==> src/rtl/pal_cfg_loader.sv <==
// pal_cfg_loader: takes the PAL bitstream as bytes and shifts it LSB-first onto pal_cfg/pal_en, CFG_BITS bits per load.
// Latency: a byte accepted at cycle T drives pal_en on T+1..T+8; PAL_CFG_LOADER_CRC_EN adds a trailing CRC-8 check byte.
// Backpressure: in_ready is high only while a byte is awaited; the host may leave gaps of any length between bytes.
module pal_cfg_loader #(
    parameter int NUM_INPUTS              = 8,
    parameter int NUM_INTERMEDIATE_STAGES = 11,
    parameter int NUM_OUTPUTS             = 6,
    parameter int CFG_BITS                = 2*NUM_INPUTS*NUM_INTERMEDIATE_STAGES
                                            + NUM_INTERMEDIATE_STAGES*NUM_OUTPUTS
) (
    input  logic       clk,
    input  logic       res_n,
    input  logic       start,
    input  logic [7:0] in_data,
    input  logic       in_valid,
    output logic       in_ready,
    output logic       pal_cfg,
    output logic       pal_en,
    output logic       busy,
    output logic       cfg_done,
    output logic       cfg_err
);

    localparam int             CW       = $clog2(CFG_BITS + 1);
    localparam logic [CW-1:0]  LAST_BIT = CW'(CFG_BITS - 1);

`ifdef PAL_CFG_LOADER_CRC_EN
    typedef enum logic [2:0] {IDLE, WAIT_BYTE, SHIFT, WAIT_CRC, DONE} state_t;
`else
    typedef enum logic [2:0] {IDLE, WAIT_BYTE, SHIFT, DONE} state_t;
`endif

    state_t          state;
    state_t          state_nxt;
    logic [7:0]      sreg;
    logic [CW-1:0]   bit_cnt;
    logic [2:0]      byte_bit;
    logic            done_q;

    always_ff @(posedge clk or negedge res_n) begin
        if (!res_n) begin
            state <= IDLE;
        end else begin
            state <= state_nxt;
        end
    end

    always_comb begin
        state_nxt = state;
        in_ready  = 1'b0;
        pal_en    = 1'b0;
        busy      = 1'b0;
        case (state)
            IDLE, DONE: begin
                if (start) state_nxt = WAIT_BYTE;
            end
            WAIT_BYTE: begin
                in_ready = 1'b1;
                busy     = 1'b1;
                if (in_valid) state_nxt = SHIFT;
            end
            SHIFT: begin
                pal_en = 1'b1;
                busy   = 1'b1;
                // The chain length check wins over the byte boundary so the final byte's spare bits are dropped.
                if (bit_cnt == LAST_BIT) begin
`ifdef PAL_CFG_LOADER_CRC_EN
                    state_nxt = WAIT_CRC;
`else
                    state_nxt = DONE;
`endif
                end else if (byte_bit == 3'd7) begin
                    state_nxt = WAIT_BYTE;
                end
            end
`ifdef PAL_CFG_LOADER_CRC_EN
            WAIT_CRC: begin
                in_ready = 1'b1;
                busy     = 1'b1;
                if (in_valid) state_nxt = DONE;
            end
`endif
            default: state_nxt = IDLE;
        endcase
    end

    always_ff @(posedge clk or negedge res_n) begin
        if (!res_n) begin
            sreg     <= '0;
            bit_cnt  <= '0;
            byte_bit <= '0;
            done_q   <= 1'b0;
        end else begin
            case (state)
                IDLE, DONE: begin
                    if (start) begin
                        bit_cnt <= '0;
                        done_q  <= 1'b0;
                    end
                end
                WAIT_BYTE: begin
                    if (in_valid) begin
                        sreg     <= in_data;
                        byte_bit <= '0;
                    end
                end
                SHIFT: begin
                    sreg     <= {1'b0, sreg[7:1]};
                    bit_cnt  <= bit_cnt + 1'b1;
                    byte_bit <= byte_bit + 1'b1;
`ifndef PAL_CFG_LOADER_CRC_EN
                    if (bit_cnt == LAST_BIT) done_q <= 1'b1;
`endif
                end
`ifdef PAL_CFG_LOADER_CRC_EN
                WAIT_CRC: begin
                    if (in_valid) done_q <= 1'b1;
                end
`endif
                default: ;
            endcase
        end
    end

    assign pal_cfg  = pal_en & sreg[0];
    assign cfg_done = done_q;

`ifdef PAL_CFG_LOADER_CRC_EN
    logic [7:0] crc;
    logic       err_q;

    // CRC-8 poly 0x07, MSB-first: whole payload bytes, spare bits of the last byte included.
    function automatic logic [7:0] crc8_byte(input logic [7:0] c, input logic [7:0] d);
        logic [7:0] r;
        r = c ^ d;
        for (int i = 0; i < 8; i++) begin
            r = r[7] ? ({r[6:0], 1'b0} ^ 8'h07) : {r[6:0], 1'b0};
        end
        return r;
    endfunction

    always_ff @(posedge clk or negedge res_n) begin
        if (!res_n) begin
            crc   <= 8'h00;
            err_q <= 1'b0;
        end else begin
            case (state)
                IDLE, DONE: begin
                    if (start) begin
                        crc   <= 8'h00;
                        err_q <= 1'b0;
                    end
                end
                WAIT_BYTE: begin
                    if (in_valid) crc <= crc8_byte(crc, in_data);
                end
                WAIT_CRC: begin
                    if (in_valid) err_q <= (in_data != crc);
                end
                default: ;
            endcase
        end
    end

    assign cfg_err = err_q;
`else
    assign cfg_err = 1'b0;
`endif

endmodule

==> config.mk <==
export PLATFORM = sky130hd
export DESIGN_NAME = pal_cfg_loader
export DESIGN_NICKNAME = d
export VERILOG_FILES = /design/src/rtl/pal_cfg_loader.sv
export SDC_FILE = /design/constraint.sdc
export NUM_CORES = 1
export LEC_CHECK = 0
export ABC_AREA = 0
export BUFFER_PORTS_ARGS = -buffer_cell sky130_fd_sc_hd__buf_2
export CAP_MARGIN = 20
export CORE_MARGIN = 4
export CORE_UTILIZATION = 35
export DETAILED_ROUTE_END_ITERATION = 10
export SLEW_MARGIN = 20
export SYNTH_ARGS = -nofsm -noshare
export SYNTH_HDL_FRONTEND = slang
export SYNTH_SLANG_ARGS = --single-unit
==> constraint.sdc <==
create_clock -name clk -period 3.2 [get_ports clk]
set_clock_uncertainty 0.1 [all_clocks]
set_input_delay 0 -clock clk [delete_from_list [all_inputs] [get_ports clk]]
set_output_delay 0 -clock clk [all_outputs]
set_load 0.05 [all_outputs]
==> metrics, run 1 <==
Final Util 0.440; Achievable Freq 0.408 GHz; register area 551 um2; global-route wire length before repair 4560 um; PostCTS Resize Cnt 0; routability cong. 0.756; Reg clk slew, reported paths 110 ps; internal reg-to-reg setup slack 750 ps; worst-margin pin slew 858 ps; via count 1027; Antenna Nets Post-Route 0; Syn. warnings 0; relative slew slack 0.412; startpoint class of the critical path flop; CORE AREA 3390 um2; fin crit period 2450 ps; static leakage 0.655 nW; max-slew violation count 0; synthesized cell area 1250 um2; top cell type's share of synthesized area 0.439; I/O pin total 18; number of vias per cell 5.08; Avg Cell Area, Syn 9.43 um2; vias in the first global route 1027; Power per Cell Area 771 nW/um2; CTS max path bufs 2; layout cells sized above 1 0.154; num rows 21; # fillers 324; Pre-antenna DRT Iters 4; Seq/Total Area, Yosys 0.439; Hold WC Path Type primary input to flop; fin crit share 0.767; final wirelength 2530 um; H-Tree Level Count 1; grt ovf 0; final net count 177; DR WL/cell 12.5 um; critical setup path kind flop to flop; area of the multi-input gates 646 um2; DIE AREA 4600 um2; post-CTS setup buffers 0; CTS sink cnt 22; max cap viols 0; number of CTS-inserted buffers 3; Die Y 67.9 um; WP data required 3270 ps; CTS tree done; CP arrival 2520 ps; CTS root buf clkbuf_4; top post-synthesis cells by area dfrtp_1 (44%), ha_1 (7.0%), o21ai_0 (6.8%), mux2i_1 (5.6%), nor2b_1 (5.0%); Hold WS 27.4 ps; post-synthesis net count 152; final-report hold violation count 0; P&R area growth vs syn 18.9%; outcome finished, final reports clean; DP HPWL 1850 um; # DRC 0; Total GRT Usage 0.129; RSZ-0062 raised after global routing no; setup_tns 0 ps; cell count after synthesis 133; unique cell type count in the Yosys netlist 31; Final Setup Violations 0; largest net degree at the start of global routing 23; Yosys reg bits 22; cell taking the most area after synthesis dfrtp_1; top fanout value on the critical path 21; Horiz. Die Dim 67.9 um; Skew-Pair Late Insertion Delay 300 ps; number of DRC markers in iteration 0 57; Initial Util 0.370; number of buffers added on ports 16; Critical Path End Type flop; initial antenna violation count 0; peak supply drop 391 uV; n_diodes 0
[cell usage after synthesis]
library cell,instances
buf_2,1
o21ai_0,17
a22oi_1,7
a311oi_2,1
buf_1,1
o21bai_1,1
buf_4,1
nor2_1,8
inv_1,7
nand3_1,2
mux2i_1,7
nor2b_1,10
a31oi_1,8
a2bb2oi_1,1
o31ai_1,1
nand2b_1,2
and2_1,1
or4_4,1
conb_1,1
mux2_2,1
ha_1,7
dfrtp_1,22
nand2_1,11
nand3_2,1
nor3_1,1
a21oi_1,2
nand4_1,1
clkbuf_1,4
a22o_1,3
o32ai_1,1
and3_1,1
[routing by layer]
layer	track usage	up-vias	wire (um)
li1	-	517	-
met1	0.161	491	1150
met2	0.226	17	1260
met3	0.0345	2	100
met4	0.0223	0	17
met5	0	-	0
[where the power goes]
part / switching [mW] / leakage (nW) / total, mW / internal [mW]
Combinational: 0.393 / 0.351 / 0.607 / 0.214
Clock: 0.0785 / 0.0138 / 0.122 / 0.0439
Sequential: 0.0625 / 0.290 / 0.420 / 0.357
Total: 0.534 / 0.655 / 1.15 / 0.615
[registers in the layout, summed over array words and instances (netlist names)]
name / cells
cfg_done: 1
sreg: 8
state: 2
bit_cnt: 8
byte_bit: 3
[layout by cell type, fill, tap and decap left out, drive strengths merged]
| master | instances |
|---|---|
| buf | 17 |
| dfrtp | 22 |
| nand2b | 2 |
| conb | 1 |
| o32ai | 1 |
| or4 | 1 |
| and2 | 1 |
| nor3 | 1 |
| a311oi | 1 |
| mux2i | 7 |
| nor2 | 8 |
| nand4 | 1 |
| inv | 7 |
| dlygate4sd3 | 10 |
| mux2 | 1 |
| ha | 7 |
| and3 | 1 |
| clkbuf | 3 |
| a2bb2oi | 1 |
| o21bai | 1 |
| nand3 | 3 |
| o31ai | 1 |
| a22oi | 7 |
| nand2 | 11 |
| a22o | 3 |
| a21oi | 2 |
| o21ai | 17 |
| nor2b | 10 |
| a31oi | 8 |
[worst max-delay path, cell delays in order (launching register included)]
cell and delay [ps]:
dfrtp_1 420, inv_1 100, ha_1 140, buf_4 210, nor2b_1 660, nor2_1 330
a22oi_1 230, o21ai_0 120
[repair_timing]
action | 4_1_cts | 5_1_grt
endpoints found under the hold margin | 32 | 0
hold buffers | 10 | 0
endpoints found under the setup margin | 0 | 0
[final cells by class]
type | count | share of cell area
clock buffers | 3 | 0.0151
well taps | 46 | 0.0386
flip-flops and latches | 22 | 0.369
repair buffers | 27 | 0.126
multi-input cells | 97 | 0.433
inverters | 7 | 0.0176
[through the flow]
stage / setup WS (ps) / total power [mW] / instances / instance area (um2)
floorplan: 1040 / 0.894 / 133 / 1250
detailed placement: 750 / 1.03 / 189 / 1370
CTS: 737 / 1.17 / 202 / 1490
finish: 747 / 1.15 / 202 / 1490
global route: 506 / 1.26 / 202 / 1490
global placement: 854 / 1.01 / 189 / 1370
[worst paths after layout]
path,to,startpoint,depth (start not counted)
min in group asynchronous,state[1],res_n,2
max in group asynchronous,bit_cnt[3],res_n,2
worst min-delay path,sreg[4],in_valid,3
worst max register to register,sreg[1],state[1],7
worst min register to register,sreg[7],sreg[7],2
worst max-delay path,sreg[1],state[1],7
[cells by family (layout without fill, tap and decap cells)]
family | after synthesis | count (layout) | synth area share
AO/OA/AOI/OAI | 42 | 42 | 0.217
adder cells (fa/ha/maj) | 7 | 7 | 0.0699
buffers and inverters | 14 | 37 | 0.0459
flip-flops | 22 | 22 | 0.439
multiplexers | 8 | 8 | 0.0649
other | 1 | 1 | 0.00299
AND/OR/NAND/NOR | 39 | 39 | 0.161
(Power assumes the default switching activity.)
==> run 2, diff against run 1 <==
- ABC_AREA: 0 -> 1
- clock period: 3.2 -> 2.2 ns (I/O delays scaled with it)
==> run 2 against run 1 <==
- clock power up 47%
- highest routed layer unchanged
- critical path type unchanged
- sequential share of layout area decreased by 0.40 points
- worst setup slack worse by 550 ps
- sequential cell count did not move
- core utilization increased by 0.48 points
- largest cell class unchanged
- largest power group unchanged
- total power up 60%
==> metrics, run 2 <==
cells on worst reg2reg path 8 (+1); max cap viols 0 (unchanged); Syn. warnings 0 (unchanged); WHS Path Cells 5 (+2); internal reg-to-reg setup slack 200 ps (-550 ps); fin crit period 2000 ps (-450 ps); final net count 213 (+20%); Final Setup Violations 0 (unchanged); top_reg_cell synth dfrtp_1; peak supply drop 669 uV (+71%); top fanout value on the critical path 4 (-81%); number of DRC markers in iteration 0 29 (-49%); Seq/Total Area, Yosys 0.440 (about the same); worst-margin pin slew 510 ps (-347 ps); most frequent cells in the layout nand2_1 (72), dfrtp_1 (22), buf_2 (16); DP HPWL 1820 um (-1.4%); H-Tree Level Count 1 (unchanged); Total GRT Usage 0.131 (+0.00241); routability cong. 0.763 (+0.98%); cell count after synthesis 164 (+23%); CTS max path bufs 2 (unchanged); post-synthesis async set-or-reset flop share 1.00 (unchanged); DIE AREA 4600 um2 (about the same); RSZ-0062 raised after global routing no; P&R area growth vs syn 20.3%; Initial Util 0.370 (about the same); layout cells sized above 1 0.182 (+0.0284); most frequent cells after synthesis nand2_1 (72), dfrtp_1 (22), inv_1 (12); startpoint class of the critical path flop; number of vias per cell 4.47 (-12%); DR WL/cell 10.2 um (-18%); unique cell type count in the Yosys netlist 24 (-23%); Reg clk slew, reported paths 120 ps (about the same); Pre-antenna DRT Iters 4 (unchanged); n_diodes 0 (unchanged); num rows 21 (unchanged); most common cell after layout, fill and taps aside nand2_1; number of buffers added on ports 16 (unchanged); top post-synthesis cells by area dfrtp_1 (44%), nand2_1 (22%), ha_1 (7.0%), nand3_1 (4.0%), inv_1 (3.6%); fin crit share 0.910 (+0.144); Horiz. Die Dim 67.8 um (about the same); CTS sink cnt 22 (unchanged); final wirelength 2430 um (-3.9%); number of CTS-inserted buffers 3 (unchanged); post-CTS setup buffers 0 (unchanged); static leakage 0.812 nW (+24%); CP arrival 2150 ps (-370 ps); final-report hold violation count 0 (unchanged); biggest registers after layout bit_cnt (8), sreg (8), byte_bit (3); PostCTS Resize Cnt 0 (unchanged); Hold WC Path Type primary input to flop; synthesized cell area 1250 um2 (about the same); initial antenna violation count 0 (unchanged); top-count cell post-synth nand2_1; Die Y 67.8 um (about the same); Achievable Freq 0.499 GHz (+22%); Power per Cell Area 1220 nW/um2 (+58%); Avg Cell Area, Syn 7.64 um2 (-19%); CTS root buf clkbuf_4; hold_buf cts 11 (+1); Critical Path End Type flop; I/O pin total 18 (unchanged); CTS tree done; Antenna Nets Post-Route 0 (unchanged); outcome finished, final reports clean; cell taking the most area after synthesis dfrtp_1; Yosys reg bits 22 (unchanged); critical setup path kind flop to flop; Skew-Pair Late Insertion Delay 310 ps (about the same); via count 1063 (+3.5%); Post-synth EDFFs 0 (unchanged); largest net degree at the start of global routing 23 (unchanged); top cell type's share of synthesized area 0.440 (about the same); setup_tns 0 ps (unchanged); relative slew slack 0.660 (+0.248); # DRC 0 (unchanged); grt ovf 0 (unchanged); vias in the first global route 1121 (+9.2%); global-route wire length before repair 4640 um (+1.8%); post-synthesis net count 183 (+20%); WP data required 2350 ps (-920 ps); max-slew violation count 0 (unchanged); Tot Pwr 1.84 mW (+60%); CORE AREA 3390 um2 (unchanged)
## run 2: cell types whose count changed in the layout (fill, tap and decap cells not counted), moves of 3 or more
cell and delta:
o21ai_0 -14, a31oi_1 -8, mux2i_1 -7, nand2_1 +61, a22o_1 -3, nor2b_1 -10, a21oi_1 +3, nand2_2 +3
a22oi_1 -7, nand2_4 +3, nand3_1 +8, inv_1 +5
## run 2: path summary, 6_finish.rpt
| kind | from | end |
|---|---|---|
| setup / recovery | state[1] | sreg[7] |
| hold / removal | start | bit_cnt[1] |
| setup reg to reg | state[1] | sreg[7] |
| hold reg to reg | sreg[3] | sreg[3] |
| max in group asynchronous | res_n | sreg[3] |
| min in group asynchronous | res_n | bit_cnt[0] |
## run 2: stage by stage
stage	cell area, um2	util	setup slack, ps	std cells	hold slack [ps]
after floorplan	1250	-	382	164	-396
after global placement	1370	0.405	603	224	-102
after detailed placement	1370	0.405	572	224	-99.9
after CTS	1510	0.444	215	238	54.6
after global routing	1510	0.444	41.1	238	116
final	1510	0.444	197	238	66.6
## run 2: metal layers
| metal | routed length (um) | up-vias | global-route usage |
|---|---|---|---|
| met1 | 1130 | 479 | 0.166 |
| met4 | 34 | 0 | 0.0546 |
| met5 | 0 | - | 0 |
| met3 | 116 | 6 | 0.0296 |
| li1 | - | 560 | - |
| met2 | 1140 | 18 | 0.216 |
## run 2: final cells by class
type	instances	area (um2)
fillers	337	1880
clock buffers	3	22.5
multi-input cells	124	617
well taps	46	57.6
flip-flops and latches	22	551
repair buffers	28	198
inverters	15	61.3
## run 2: worst max-delay path, cell delays in order, from the launching register on
cell and delay (ps):
dfrtp_1 420, inv_1 90, ha_1 180, inv_1 60, or2_4 250, nand2_4 80
o21ai_0 70, a21oi_1 120, dlygate4sd3_1 570
## run 2: cells by family (layout without fill, tap and decap cells)
family                   Yosys count  in the layout  share of synthesized area
buffers and inverters             18             46                     0.0679
adder cells (fa/ha/maj)            7              7                     0.0699
AO/OA/AOI/OAI                     12             12                     0.0519
flip-flops                        22             22                      0.440
other                              1              1                    0.00299
AND/OR/NAND/NOR                  104            104                      0.368
## run 2: power by group
group / switching [mW] / internal [mW]
combinational: 0.720 / 0.325
sequential: 0.0800 / 0.533
clock: 0.115 / 0.0639
==> run 3, diff against run 2 <==
- CORE_UTILIZATION: 35 -> 45
- HOLD_SLACK_MARGIN: not set -> 0.15
- PLACE_DENSITY: not set -> 0.68
==> run 3 against run 2 <==
- sequential power is essentially flat
- worst setup slack lost 43 ps
- register-to-register slack lost 40 ps
- first-iteration DRC count grew 21%
- core utilization grew 17 points
- hold slack gained 86 ps
- global-route usage grew 3.0 points
- routed wire length grew 1.6%
- critical path type unchanged
- critical endpoint is now sreg[6]
==> metrics, run 3 (synthesized netlist as in run 2, its figures left out) <==
via count 1143 (+7.5%); DIE AREA 3690 um2 (-20%); final net count 222 (+4.2%); fin crit share 0.930 (+0.0194); vias in the first global route 1108 (-1.2%); most frequent cells in the layout nand2_1 (72), dfrtp_1 (22), dlygate4sd3_1 (19); CORE AREA 2570 um2 (-24%); DR WL/cell 10.7 um (+4.7%); Skew-Pair Late Insertion Delay 300 ps (about the same); Die Y 60.8 um (-10%); CTS sink cnt 22 (unchanged); placed insts 208 (-7.1%); Slowest-stage cell, CP dlygate4sd3_1; final std cells w/o fill 231 (-2.9%); n_diodes 0 (unchanged); largest net degree at the start of global routing 23 (unchanged); static leakage 0.836 nW (+2.9%); sequential power share 0.326 (-0.008); CP arrival 2150 ps (about the same); CTS tree done; hold_buf cts 20 (+9); most common cell after layout, fill and taps aside nand2_1; setup_tns 0 ps (unchanged); max-slew violation count 0 (unchanged); CTS root buf clkbuf_4; switch share 0.485 (-0.0128); Psw 0.914 mW (about the same); RSZ-0062 raised after global routing no; CP cell instances inv_1, ha_1, inv_1, or2_4, nand2_4, nand2_4, nand2_1, dlygate4sd3_1, nand2_1; H-Tree Level Count 1 (unchanged); Reg clk slew, reported paths 120 ps (about the same); Achievable Freq 0.489 GHz (-2.1%); initial antenna violation count 0 (unchanged); Comb pwr share 0.577 (+0.008); grt ovf 0 (unchanged); I/O pin total 18 (unchanged); DP HPWL 1770 um (-3.0%); number of DRC markers in iteration 0 35 (+21%); outcome finished, final reports clean; num rows 18 (-14%); final wirelength 2470 um (+1.6%); top fanout value on the critical path 8 (+4); number of vias per cell 4.95 (+11%); PostCTS Resize Cnt 0 (unchanged); worst path bufs/invs 3 (unchanged); critical path's top delay family buffers and inverters; CTS max path bufs 2 (unchanged); number of buffers added on ports 16 (unchanged); WP data required 2300 ps (-50 ps); Clk network pwr share 0.097 (about the same); peak supply drop 1050 uV (+58%); P&R area growth vs syn 25.5%; # DRC 0 (unchanged); Total GRT Usage 0.162 (+0.0304); max cap viols 0 (unchanged); Final Setup Violations 0 (unchanged); routability cong. 0.779 (+2.0%); internal power 0.970 mW (+5.2%); critical setup path kind flop to flop; post-CTS setup buffers 0 (unchanged); Horiz. Die Dim 60.8 um (-10%); layout cells sized above 1 0.179 (-0.00319); Pre-antenna DRT Iters 4 (unchanged); biggest registers after layout bit_cnt (8), sreg (8), byte_bit (3); Hold WC Path Type primary input to asynchronous set/reset pin; Power per Cell Area 1200 nW/um2 (-1.7%); final-report hold violation count 0 (unchanged); number of CTS-inserted buffers 3 (unchanged); Initial Util 0.488 (+0.118); fin crit period 2050 ps (+42.7 ps); startpoint class of the critical path flop; CP peak stage delay 550 ps (-20 ps); Antenna Nets Post-Route 0 (unchanged); Critical Path End Type flop; global-route wire length before repair 4550 um (-1.9%)
## run 3: cell count changes in the layout (fill, tap and decap cells not counted)
cell and delta:
buf_2 +1, dlygate4sd3_1 +8
## run 3: worst paths after layout
| kind | from | endpoint | slack [ps] | cells past startpoint |
|---|---|---|---|---|
| min in group clk | sreg[2] | sreg[2] | 390 | 2 |
| min reg2reg | sreg[2] | sreg[2] | 390 | 2 |
| max | state[1] | sreg[6] | 150 | 9 |
| min | res_n | bit_cnt[4] | 150 | 3 |
| max reg2reg | state[1] | sreg[6] | 150 | 9 |
| max in group asynchronous | res_n | bit_cnt[0] | 1510 | 3 |
## run 3: layout make-up
cell class                      count  area (um2)
Clock buffer                        3        22.5
Tap cell                           30        37.5
Timing Repair Buffer               37         283
Inverter                           15        61.3
Multi-Input combinational cell    124         617
Sequential cell                    22         551
Fill cell                         236         996
## run 3: routing by layer
metal,global-route usage,up-vias,part of all wire
met2,0.275,23,0.48
met4,0.0279,0,0.013
li1,-,583,-
met3,0.0447,4,0.041
met5,0,-,0
met1,0.209,533,0.47
## run 3: worst register-to-register path, stage by stage, from the launching register on
cell	delay, ps
dfrtp_1	420
inv_1	80
ha_1	190
inv_1	70
or2_4	260
nand2_4	80
nand2_4	90
nand2_1	70
dlygate4sd3_1	550
nand2_1	60
## run 3: power by group through the flow
stage                     combinational, mW  sequential (mW)  clock [mW]
after detailed placement               1.00            0.622           0
after global routing                   1.24            0.633       0.205
final                                  1.09            0.615       0.183
after CTS                              1.09            0.613       0.189
after global placement                0.976            0.616           0
after floorplan                       0.831            0.604           0
## run 3: metrics by stage
| step | setup slack, ps | util | instance area (um2) | total power, mW | hold WS (ps) |
|---|---|---|---|---|---|
| 3_5_place_dp | 587 | 0.527 | 1350 | 1.62 | -105 |
| 6_report | 154 | 0.612 | 1570 | 1.88 | 153 |
| 5_1_grt | 6.14 | 0.612 | 1570 | 2.08 | 193 |
| 4_1_cts | 149 | 0.614 | 1580 | 1.90 | 387 |
| 2_1_floorplan | 382 | - | 1250 | 1.44 | -396 |
| 3_3_place_gp | 659 | 0.527 | 1350 | 1.59 | -103 |
